===== src/rtl/io_trace_defs.sv =====
// Shared definitions for the I/O trace capture block: default geometry and
// the layout of one trace entry {channel, value, timestamp}, MSB first.
package io_trace_defs;

   localparam int DEF_NCH   = 4;
   localparam int DEF_W     = 8;
   localparam int DEF_DEPTH = 16;
   localparam int DEF_TSW   = 32;
   localparam int DEF_CW    = $clog2(DEF_NCH);
   localparam int ENTRY_W   = DEF_CW + DEF_W + DEF_TSW;

   function automatic int entry_width(input int cw, input int w, input int tsw);
      return cw + w + tsw;
   endfunction

endpackage


===== src/rtl/trace_fifo.sv =====
// Show-ahead FIFO holding trace entries; head is valid whenever not empty.
// A push into a full FIFO is accepted only when a pop happens in the same cycle.
module trace_fifo
   import io_trace_defs::*;
#(
   parameter int DEPTH = DEF_DEPTH,
   parameter int EW    = ENTRY_W
) (
   input  logic                     clk,
   input  logic                     rst,
   input  logic                     push,
   input  logic [EW-1:0]            push_data,
   input  logic                     pop,
   output logic [EW-1:0]            head,
   output logic [$clog2(DEPTH):0]   count,
   output logic                     full,
   output logic                     empty
);

   localparam int AW = $clog2(DEPTH);

   logic [EW-1:0] mem [DEPTH];
   logic [AW-1:0] wr_ptr;
   logic [AW-1:0] rd_ptr;
   logic          wr_en;
   logic          rd_en;

   assign empty = (count == '0);
   assign full  = (count == (AW+1)'(DEPTH));
   assign rd_en = pop && !empty;
   assign wr_en = push && (!full || rd_en);
   assign head  = mem[rd_ptr];

   // Storage carries no reset; the head is only observed while count is non-zero.
   always_ff @(posedge clk) begin
      if (wr_en) begin
         mem[wr_ptr] <= push_data;
      end
   end

   always_ff @(posedge clk or negedge rst) begin
      if (!rst) begin
         wr_ptr <= '0;
         rd_ptr <= '0;
         count  <= '0;
      end else begin
         if (wr_en) begin
            wr_ptr <= wr_ptr + 1'b1;
         end
         if (rd_en) begin
            rd_ptr <= rd_ptr + 1'b1;
         end
         case ({wr_en, rd_en})
            2'b10:   count <= count + 1'b1;
            2'b01:   count <= count - 1'b1;
            default: count <= count;
         endcase
      end
   end

endmodule


===== src/rtl/io_trace_capture.sv =====
// Records every value change on NCH monitored output channels as
// {channel, value, timestamp} entries, drained through a ready/valid port.
module io_trace_capture
   import io_trace_defs::*;
#(
   parameter int NCH   = DEF_NCH,
   parameter int W     = DEF_W,
   parameter int DEPTH = DEF_DEPTH,
   parameter int TSW   = DEF_TSW,
   parameter int CW    = $clog2(NCH)
) (
   input  logic                     clk,
   input  logic                     rst,
   input  logic                     en,
   input  logic [NCH*W-1:0]         ch_in,
   input  logic [NCH-1:0]           ch_mask,
   input  logic                     clr_ovf,
   output logic                     rd_valid,
   input  logic                     rd_ready,
   output logic [CW-1:0]            rd_ch,
   output logic [W-1:0]             rd_data,
   output logic [TSW-1:0]           rd_time,
   output logic [$clog2(DEPTH):0]   count,
   output logic                     overflow
);

   localparam int EW = entry_width(CW, W, TSW);

   logic [TSW-1:0] ts;
   logic [W-1:0]   prev      [NCH];
   logic [W-1:0]   pend_data [NCH];
   logic [TSW-1:0] pend_time [NCH];
   logic [NCH-1:0] pending;
   logic [NCH-1:0] evt;
   logic [NCH-1:0] gnt_vec;
   logic [CW-1:0]  last_grant;
   logic [CW-1:0]  gnt_idx;
   logic           gnt_any;
   logic           do_grant;
   logic           ovf_set;
   logic           pop;
   logic           full;
   logic           empty;
   logic [EW-1:0]  push_entry;
   logic [EW-1:0]  head;

   always_comb begin
      evt = '0;
      for (int c = 0; c < NCH; c++) begin
         evt[c] = en && ch_mask[c] && (ch_in[c*W +: W] != prev[c]);
      end
   end

   // Round-robin: search starts just after the channel granted last.
   always_comb begin
      gnt_any = 1'b0;
      gnt_idx = '0;
      for (int i = 1; i <= NCH; i++) begin
         if (!gnt_any && pending[(int'(last_grant) + i) % NCH]) begin
            gnt_any = 1'b1;
            gnt_idx = CW'((int'(last_grant) + i) % NCH);
         end
      end
   end

   assign pop      = rd_valid && rd_ready;
   assign do_grant = gnt_any && (!full || pop);

   // A fresh event on the channel being pushed this cycle is not a loss.
   always_comb begin
      gnt_vec = '0;
      ovf_set = 1'b0;
      for (int c = 0; c < NCH; c++) begin
         gnt_vec[c] = do_grant && (gnt_idx == CW'(c));
         if (evt[c] && pending[c] && !gnt_vec[c]) begin
            ovf_set = 1'b1;
         end
      end
   end

   assign push_entry = {gnt_idx, pend_data[gnt_idx], pend_time[gnt_idx]};

   always_ff @(posedge clk or negedge rst) begin
      if (!rst) begin
         ts         <= '0;
         pending    <= '0;
         last_grant <= CW'(NCH - 1);
         overflow   <= 1'b0;
         for (int c = 0; c < NCH; c++) begin
            prev[c]      <= '0;
            pend_data[c] <= '0;
            pend_time[c] <= '0;
         end
      end else begin
         ts <= ts + 1'b1;
         if (do_grant) begin
            last_grant <= gnt_idx;
         end
         if (ovf_set) begin
            overflow <= 1'b1;
         end else if (clr_ovf) begin
            overflow <= 1'b0;
         end
         for (int c = 0; c < NCH; c++) begin
            prev[c] <= ch_in[c*W +: W];
            if (evt[c]) begin
               pending[c]   <= 1'b1;
               pend_data[c] <= ch_in[c*W +: W];
               pend_time[c] <= ts;
            end else if (gnt_vec[c]) begin
               pending[c] <= 1'b0;
            end
         end
      end
   end

   trace_fifo #(
      .DEPTH (DEPTH),
      .EW    (EW)
   ) u_fifo (
      .clk       (clk),
      .rst       (rst),
      .push      (do_grant),
      .push_data (push_entry),
      .pop       (pop),
      .head      (head),
      .count     (count),
      .full      (full),
      .empty     (empty)
   );

   assign rd_valid = !empty;
   assign rd_ch    = rd_valid ? head[EW-1 -: CW] : '0;
   assign rd_data  = rd_valid ? head[TSW +: W]   : '0;
   assign rd_time  = rd_valid ? head[TSW-1:0]    : '0;

endmodule


===== config.mk =====
export PLATFORM = sky130hd
export DESIGN_NAME = io_trace_capture
export DESIGN_NICKNAME = d
export VERILOG_FILES = /design/src/rtl/io_trace_defs.sv /design/src/rtl/trace_fifo.sv /design/src/rtl/io_trace_capture.sv
export SDC_FILE = /design/constraint.sdc
export NUM_CORES = 1
export LEC_CHECK = 0
export CORE_UTILIZATION = 30
export CTS_CLUSTER_SIZE = 25
export DETAILED_ROUTE_END_ITERATION = 8
export PLACE_DENSITY_LB_ADDON = 0.05
export SLEW_MARGIN = 20
export SYNTH_ARGS = -nofsm -noshare
export SYNTH_HDL_FRONTEND = slang
export SYNTH_SLANG_ARGS = --single-unit

===== constraint.sdc =====
create_clock -name clk -period 15.15 [get_ports clk]
set_input_delay 3.03 -clock clk [delete_from_list [all_inputs] [get_ports clk]]
set_output_delay 3.03 -clock clk [all_outputs]
set_load 0.05 [all_outputs]

## After elaboration in Yosys (flattened, before gate mapping)

Memory sizes are Yosys's and may differ from the RTL's.
Cells that the tools add are included.

| storage, ports and cells | value |
|---|---|
| register bits | 244 |
| RAM bits | 672 |
| output and inout port bits | 49 |
| memories | 1 |

| cells by class | value |
|---|---|
| $add $sub $neg | 9 |
| magnitude comparators | 5 |
| eq/ne operators | 10 |
| multiplexer cells | 46 |
| bitwise gates (word level) | 5 |
| reduce and logical (&&, ||, !) cells | 50 |

Memories:

| name | depth | width | rd ports | clocked after Yosys merged registers in | write ports | RTL line | source |
|---|---|---|---|---|---|---|---|
| u_fifo.mem | 16 | 42 | 1 | 0 | 1 | trace_fifo.sv:22 | `logic [EW-1:0] mem [DEPTH];` |

Operator list:

| kind | number |
|---|---|
| $mux W32 | 3 |
| $bmux W32 S2 | 1 |
| $add A32 B1 Y32 const B | 1 |
| $ne A8 B8 Y1 | 4 |
| $mux W1 | 28 |
| $logic_and A1 B1 Y1 | 27 |
| $mux W8 | 3 |
| $bmux W8 S2 | 1 |
| $lt A3 B4 Y1 const B | 4 |
| $reduce_bool A2 Y1 | 6 |
| $mux W2 | 5 |
| $pmux W5 S2 | 1 |
| $logic_not A1 Y1 | 9 |
| $add A4 B1 Y4 const B | 2 |
| $bmux W1 S2 | 4 |
| $reduce_or A2 Y1 | 4 |
| $eq A2 B2 Y1 const B | 3 |
| $add A5 B1 Y5 const B | 1 |
| $eq A5 B5 Y1 const B | 1 |
| $logic_not A5 Y1 | 1 |
| $sub A5 B1 Y5 const B | 1 |
| $add A2 B1 Y2 const B | 2 |
| $add A2 B2 Y2 const B | 2 |
| $and A1 B1 Y1 const A | 4 |
| 5 further kinds | 7 |

## Depth between registers and ports, before layout

| depth | value |
|---|---|
| depth after elaboration | 25 |
| depth in mapped cells | 15 |
| gate-level depth less buffers | 12 |

## Modules after synthesis

Synthesis repeated with hierarchy kept, for this count alone.

| second synthesis, totals | value |
|---|---|
| cells, all modules | 2,000 |
| area, all modules | 36,450.0 sq um |

By module, submodules not included:

| module | instances | cells each | area each (sq um) | seq. area each (sq um) |
|---|---|---|---|---|
| trace_fifo | 1 | 1,134 | 26,012.4 | 20,504.7 |
| io_trace_capture | 1 | 866 | 10,437.5 | 5,783.0 |

## Worst setup path after synthesis

OpenSTA, ideal clock, no wires.

| timing | value |
|---|---|
| path type | input to register |
| start | input rd_ready |
| end | memory u_fifo.mem[0][0] (netlist name) (enable) |
| setup time | 493 ps |
| data arrival time | 6,724 ps |
| data required time | 14,657 ps |
| path slack | 7,932 ps |
| cell stages on the path | 5 |
| buffers on the path | 1 |
| cell sequence | and3b_1 -> a21oi_1 -> buf_1 -> nand2_1 -> nor3_1 |

| on the way | value |
|---|---|
| cells in the longest elaborated chain, start to end | 6 |
| elaborated cells between the ends (all ways) | 8 |
| classes of those cells | mux: 2; reduce/logical: 6 |

Ends and longest elaborated chain:

| element | RTL line | source |
|---|---|---|
| from (decl) | io_trace_capture.sv:19 | `input logic rd_ready,` |
| $logic_and A1 B1 Y1 (*) | io_trace_capture.sv:66 | `assign pop = rd_valid && rd_ready;` |
| $logic_or A1 B1 Y1 or $logic_and A1 B1 Y1 (tied branches) | io_trace_capture.sv:67, trace_fifo.sv:30 |  |
| $logic_and A1 B1 Y1 or $logic_or A1 B1 Y1 (tied branches) | io_trace_capture.sv:67, trace_fifo.sv:31 |  |
| $logic_and A1 B1 Y1 (*) | trace_fifo.sv:31 | `assign wr_en = push && (!full \|\| rd_en);` |
| $mux W1 (*) | trace_fifo.sv:36 | `if (wr_en) begin` |
| $mux W1 (not written as such) (*) | trace_fifo.sv:37 | `mem[wr_ptr] <= push_data;` |
| to (decl) | trace_fifo.sv:22 |  |

Mark *: on every way between the ends. The rest lies on a longest branch, timed or not.

## Worst setup path after layout

| timing | value |
|---|---|
| start | register u_fifo.rd_ptr[1] |
| end | output rd_time[29] |

| on the way | value |
|---|---|
| cells in the longest elaborated chain, start to end | 2 |

Ends and longest elaborated chain:

| element | RTL line | source |
|---|---|---|
| from (decl) | trace_fifo.sv:24 | `logic [AW-1:0] rd_ptr;` |
| from (signal assigned) | trace_fifo.sv:51 | `rd_ptr <= rd_ptr + 1'b1;` |
| $mem_v2 Z16 W42 | n/a |  |
| $mux W32 | io_trace_capture.sv:135 | `assign rd_time = rd_valid ? head[TSW-1:0] : '0;` |
| to (decl) | io_trace_capture.sv:22 | `output logic [TSW-1:0] rd_time,` |

No other way between the ends.

==> flow_summary.json <==
{
  "status": "complete, no violations",
  "dpl_cell_area_sq_um": 39530,
  "synthCells": 1876,
  "synth_fa_ha_area_share_pct": 0.3098,
  "die_height_um": 350.1,
  "timing.final.crit_share_pct": 50.91,
  "crit_fanout": 63,
  "p_leak_nw": 14.99,
  "place_inst": 3538,
  "cts_root_buffer": "clkbuf_16",
  "grt_pass1_wl_um": 138100,
  "synth_xor_area_share_pct": 1.783,
  "clk_latency_ns": 0.68,
  "path_buf_inv": 2,
  "whs_ns": 0.4746,
  "crit_start": "u_fifo.rd_ptr[1]",
  "grt_max_degree": 132,
  "rr_worst_depth": 9,
  "setup_viol": 0,
  "tns_ns": 0,
  "cp_cell_sequence": "buf_4, mux4_2, mux4_2, and2_1, clkdlybuf4s50_1",
  "cts_sinks": 916,
  "ys_ff_latch": 916,
  "ys_seq_area_share_pct": 72.33,
  "final_max_slew_viol_count": 0,
  "cap_violations": 0,
  "worst_slew_pin_slew_ns": 1.113,
  "rsz0062_at_grt": "no",
  "clock_power_share_pct": 22.2,
  "worst-r2r-setup-slack_ns": 11.09,
  "synthSimpleGateAreaFrac_pct": 3.608,
  "min_path_type": "flop to flop",
  "htree_levels": 3,
  "synth_mux_area_share_pct": 19.30,
  "syn_to_final_growth_pct": 17.58,
  "drtIter0Drc": 1013,
  "start_util_pct": 30.29,
  "crit_type": "flop to primary output",
  "dieArea_sq_um": 122500,
  "combPwrFrac_pct": 38.2,
  "final_layout_size_suffix_gt1_share_pct": 21.31,
  "dr.pass1.iters": 6,
  "r2r-start": "last_grant[1]",
  "synth_fp_nets": 1926,
  "viasPerCell": 4.795,
  "cts_tree": "done",
  "fp.dieW_um": 350.1,
  "cts_buffer_depth": 3,
  "portBuffers": 89,
  "start_kind": "flop",
  "swShare_pct": 36.75,
  "internal_power_mw": 6.662,
  "slowest_stage": "dfrtp_4",
  "maxSlewHeadroom_pct": 25.81,
  "yosys_warnings": 0,
  "synth_top_family_by_area": "multiplexers",
  "grt_pass1_vias": 19720,
  "synth_compound_area_share_pct": 1.222,
  "cp.required_ns": 12.12,
  "wl_per_cell_um": 25.24,
  "drc": 0,
  "endpoint": "rd_time[29]",
  "gp_congestion": 0.6814,
  "post_cts_buffers": 0,
  "crit_arrival_ns": 4.68,
  "overflow": 0,
  "worstHoldStart": "pend_time[101]",
  "highest_layer": "met4",
  "fin_nets": 2083,
  "finClkSkew_ns": 0.01868,
  "wl_met1_um": 43220,
  "post_cts_resized": 0,
  "design_area_sq_um": 42730,
  "critPathTopFamily": "buffers and inverters",
  "clk_pin_slew_worst_paths_ns": 0.06,
  "row_count": 127,
  "power_frac_seq_pct": 39.6,
  "totalWireLength_um": 94260,
  "antenna_found_initial": 2,
  "hold_violations": 0,
  "fin_crit_ns": 7.713,
  "cts_buffers": 104,
  "coreArea_sq_um": 120000,
  "postRouteAntennaNets": 0,
  "peakVddDrop_mv": 0.1526,
  "worstReg2RegEnd": "u_fifo.mem[1][11]",
  "path_common_cell": "mux4_2",
  "syn_avg_cell_area_sq_um": 19.37,
  "powerDensity_nw_per_um2": 246.5,
  "dr_total_vias": 17910,
  "cp_num_cells": 5,
  "cp-end-kind": "primary output",
  "max_freq_mhz": 129.6,
  "grt_usage_pct": 15.71,
  "routed-wl-met2_um": 45730,
  "synth_area_sq_um": 36340,
  "cpPeakStageDelay_ns": 1.13,
  "switching_power_mw": 3.870,
  "pin_count": 90,
  "yosysUniqueCellTypes": 44,
  "dr_wl_met3_um": 3764,
  "final_core_util_pct": 35.62,
  "cts_hold_buf": 0,
  "stdcell_count": 3735,
  "dp_hpwl_um": 48240
}
## cell type report
class                      count  area (sq um)
multi-input combinational    846          9779
clock inverter                53         356.6
sequential                   916         26300
fill                       11210         77240
antenna                        2         5.005
clock buffer                 141          2804
timing repair buffer         157          1439
inverter                       8         32.53
tap                         1612          2017
## registers in the layout, indices dropped and copies added (netlist names)
signal / cells
last_grant: 2
overflow: 1
pend_data: 32
pend_time: 128
pending: 4
prev: 32
ts: 32
u_fifo.count: 5
u_fifo.mem: 672
u_fifo.rd_ptr: 4
u_fifo.wr_ptr: 4
## power groups by stage
stage               clock, mW  sequential, mW  combinational, mW
finish                   2.34            4.17               4.02
global route             2.52            4.23               4.33
CTS                      2.43            4.18               4.14
detailed placement          0            4.23               4.14
global placement            0            4.21               4.08
floorplan                   0            4.09               2.53
## logic make-up after synthesis
group | count (synthesis)
DFF | 916
AOI/OAI and AO/OA | 71
adders and majority gates | 9
xor gates and xnor gates | 74
muxes | 413
and+or+nand+nor | 279
buffers and inverters | 114
## metrics by stage
stage                     setup slack, ns  total power [mW]
after floorplan                     7.932             6.622
after detailed placement            8.074             8.366
final                               7.437             10.53
after global placement              8.044             8.291
after global routing                7.188             11.08
after CTS                           7.296             10.76
## how the worst min path moves through the flow
stage / end / cells past startpoint
final: pend_time[101] / 1
after global placement: pend_time[113] / 1
after CTS: pend_time[101] / 1
after global routing: pend_time[46] / 1
after floorplan: pend_data[31] / 1
after detailed placement: pend_time[101] / 1
## per-layer routing
layer	track usage (%)	vias to the layer above
met5	0	-
met4	4.019	0
met3	2.396	102
met2	26.01	304
met1	21.56	9769
li1	-	7733
## layout by cell type, fill, tap and decap left out, types with 3 or more instances in the layout
cell type / instances
nor2_1: 48
buf_4: 66
clkinv_1: 30
a31oi_1: 31
clkbuf_1: 33
xor2_1: 42
a31oi_2: 9
dfrtp_4: 3
and4_1: 4
and2_1: 44
nand2_1: 108
o21ai_1: 3
ha_1: 9
o21ai_0: 4
xnor2_1: 32
mux2_1: 201
nand3_1: 15
a21oi_4: 4
nor3_2: 4
bufinv_16: 3
nor2b_1: 3
clkbuf_16: 106
nor4_1: 9
mux4_2: 210
clkdlybuf4s50_1: 88
and3_1: 9
inv_1: 6
nor2_4: 12
nand2b_1: 7
clkinv_2: 13
a21oi_1: 6
nand4_1: 11
dfrtp_1: 238
edfxtp_1: 672
## synthesized netlist by cell type (all sizes together)
cell | count | area share (%)
a21o | 2 | 0.041
o21a | 1 | 0.021
nand3b | 1 | 0.021
o31a | 1 | 0.024
and2 | 44 | 0.76
dfstp | 2 | 0.14
a32oi | 2 | 0.048
a31oi | 41 | 0.71
and4 | 4 | 0.096
o311ai | 1 | 0.024
nor4 | 9 | 0.15
nand4 | 11 | 0.19
o31ai | 1 | 0.021
mux2 | 202 | 6.3
o221ai | 1 | 0.024
xnor2 | 32 | 0.77
a22oi | 1 | 0.021
o21ai | 7 | 0.096
buf | 44 | 0.72
nand2 | 109 | 1.1
o211ai | 2 | 0.041
and3b | 1 | 0.024
mux4 | 210 | 13
ha | 9 | 0.31
xor2 | 42 | 1.0
inv | 8 | 0.083
nor2 | 60 | 0.62
a21oi | 10 | 0.14
clkbuf | 62 | 0.64
mux2i | 1 | 0.028
nor3 | 5 | 0.069
edfxtp | 672 | 56
dfrtp | 242 | 17
nor2b | 3 | 0.052
o22ai | 1 | 0.017
nand2b | 8 | 0.14
and3 | 9 | 0.15
nand3 | 15 | 0.21
(Power assumes the default switching activity.)
==> RTL change (config.mk and constraints unchanged) <==
Compare `count` against `(AW+1)'(DEPTH)` with >= in place of ==.
--- a/src/rtl/trace_fifo.sv
+++ b/src/rtl/trace_fifo.sv
@@ -26,7 +26,7 @@
    logic          rd_en;
 
    assign empty = (count == '0);
-   assign full  = (count == (AW+1)'(DEPTH));
+   assign full  = (count >= (AW+1)'(DEPTH));
    assign rd_en = pop && !empty;
    assign wr_en = push && (!full || rd_en);
    assign head  = mem[rd_ptr];
Formal check against the unedited RTL: no difference found for any inputs over 4 cycles, from zero or initial values and one cycle with rst low; that may be too few to reach the edited logic, so the function may still have changed.
==> RTL change against the unedited design <==
  * Global-route usage is 0.18 points higher
  * Cell count up 0.32%
  * Final area up 0.47%
  * Combinational power grew 1%
  * Routed wire length grew 1.8%
  * Clock power grew 6%
  * Synthesized area about the same
  * First-iteration DRC count is 12% higher
  * Clock skew shrank 0.60 ps
  * Register-to-register slack improved by 200 ps
  * Power increased by 0.79%
  * Sequential cell count did not move
  * Sequential power decreased by 3%
  * Setup slack worse by 280 ps
==> RTL change: results <==
metrics = {
    "power": {
        "p_leak_nw": 15.0,
        "ir_drop_uv": 152,
    },
    "worst_hold_path": {
        "hold_path.startpoint": "pend_data[17]",
        "hold_path_class": "reg2reg",
        "hold_end": "pend_data[17]",
        "min_path_cells": 1,
    },
    "sta": {
        "finClkSkew_ps": 18.1,
        "fin_hold_ws_ps": 486,
        "slew_headroom_pct": 24.4,
        "fin_crit_sh_pct": 52.8,
    },
    "route": {
        "initialDrtViolationCount": 1131,
        "first_pass_iters": 5,
        "drc": 0,
        "vias_per_cell": 4.84,
        "wl_per_cell_um": 25.6,
    },
    "global_route": {
        "grt_pass1_wl_mm": 140,
        "overflow": 0,
        "antenna_found_initial": 1,
        "grt_pass1_vias": 19600,
        "grt_max_degree": 135,
        "grt_use_total_pct": 15.9,
    },
    "setup_path": {
        "crit_path_end": "rd_time[2]",
        "rrSetupSlack_ps": 11290,
        "cp_max_fo": 56,
        "rr_endpoint": "u_fifo.mem[15][10]",
        "r2r_cells": 7,
    },
    "placed_design": {
        "hpwl_mm": 50.1,
        "place_congestion": 0.685,
        "dp_slack_ps": 7800,
    },
    "layout": {
        "final_layout_size_suffix_gt1_share_pct": 28.1,
        "final_nets": 2094,
    },
    "clocking": {
        "cts-buffers-inserted": 104,
        "postCtsSetupRepairBufs": 0,
        "cts_resized": 0,
        "clk_latency_ps": 680,
        "cts-root-buf": "clkbuf_16",
        "cts_htree_levels": 3,
    },
    "logic_synthesis": {
        "synthTopCellsByCount": "edfxtp_1 (672), dfrtp_1 (242), mux4_2 (210)",
        "synth_nets": 1936,
        "synth_cell_types": 47,
        "ys_top_cells_by_area": "edfxtp_1 (56%), dfrtp_1 (17%), mux4_2 (13%), mux2_2 (3.8%), mux2_1 (1.2%)",
        "ys_seq_area_share_pct": 72.4,
    },
    "status": {
        "status": "finished clean",
    },
}
==> RTL change: area by class of cell <==
type	instances	area [µm²]
clock buffer	135	2800
tap	1612	2020
clock inverter	58	569
inverter	9	33.8
fill	11200	77000
timing repair buffer	161	1460
antenna	5	12.5
multi-input combinational	851	9740
sequential	916	26300
==> RTL change: cells by family (layout without fill, tap and decap cells) <==
group	after synthesis	after routing	share of synthesized area, %
multiplexers	373	373	18.1
AND/OR/NAND/NOR	284	284	3.87
XOR/XNOR	75	75	1.81
flip-flops	916	916	72.4
AO/OA/AOI/OAI	109	109	2.04
other	0	5	0
buffers and inverters	118	363	1.49
adder cells (fa/ha/maj)	10	10	0.344
==> RTL change: worst max-delay path, stage by stage (launching register included) <==
cell	delay, ps
dfrtp_4	780
buf_4	730
buf_4	830
mux4_2	420
mux4_2	550
and2_1	190
clkdlybuf4s50_1	700
==> RTL change: metal layers <==
| metal | track usage (%) | up-vias | wire, µm |
|---|---|---|---|
| met2 | 26.9 | 320 | 47400 |
| met3 | 2.41 | 114 | 3310 |
| met5 | 0 | - | 0 |
| met1 | 21.5 | 9891 | 43500 |
| met4 | 3.71 | 0 | 1750 |
| li1 | - | 7809 | - |
==> RTL change: where the power goes <==
part | leakage, nW | switching, mW | internal, mW | total, mW
Sequential | 9.28 | 0.211 | 3.85 | 4.06
Clock | 1.65 | 1.03 | 1.46 | 2.48
Combinational | 4.11 | 2.68 | 1.39 | 4.07
==> RTL change: metrics by stage <==
step / instances / instance area, µm² / power (mW)
final: 3747 / 42900 / 10.6
after global routing: 3742 / 42900 / 11.1
after CTS: 3742 / 42900 / 10.8
after detailed placement: 3549 / 39500 / 8.30
after global placement: 3549 / 39500 / 8.23
after floorplan: 1885 / 36300 / 6.52
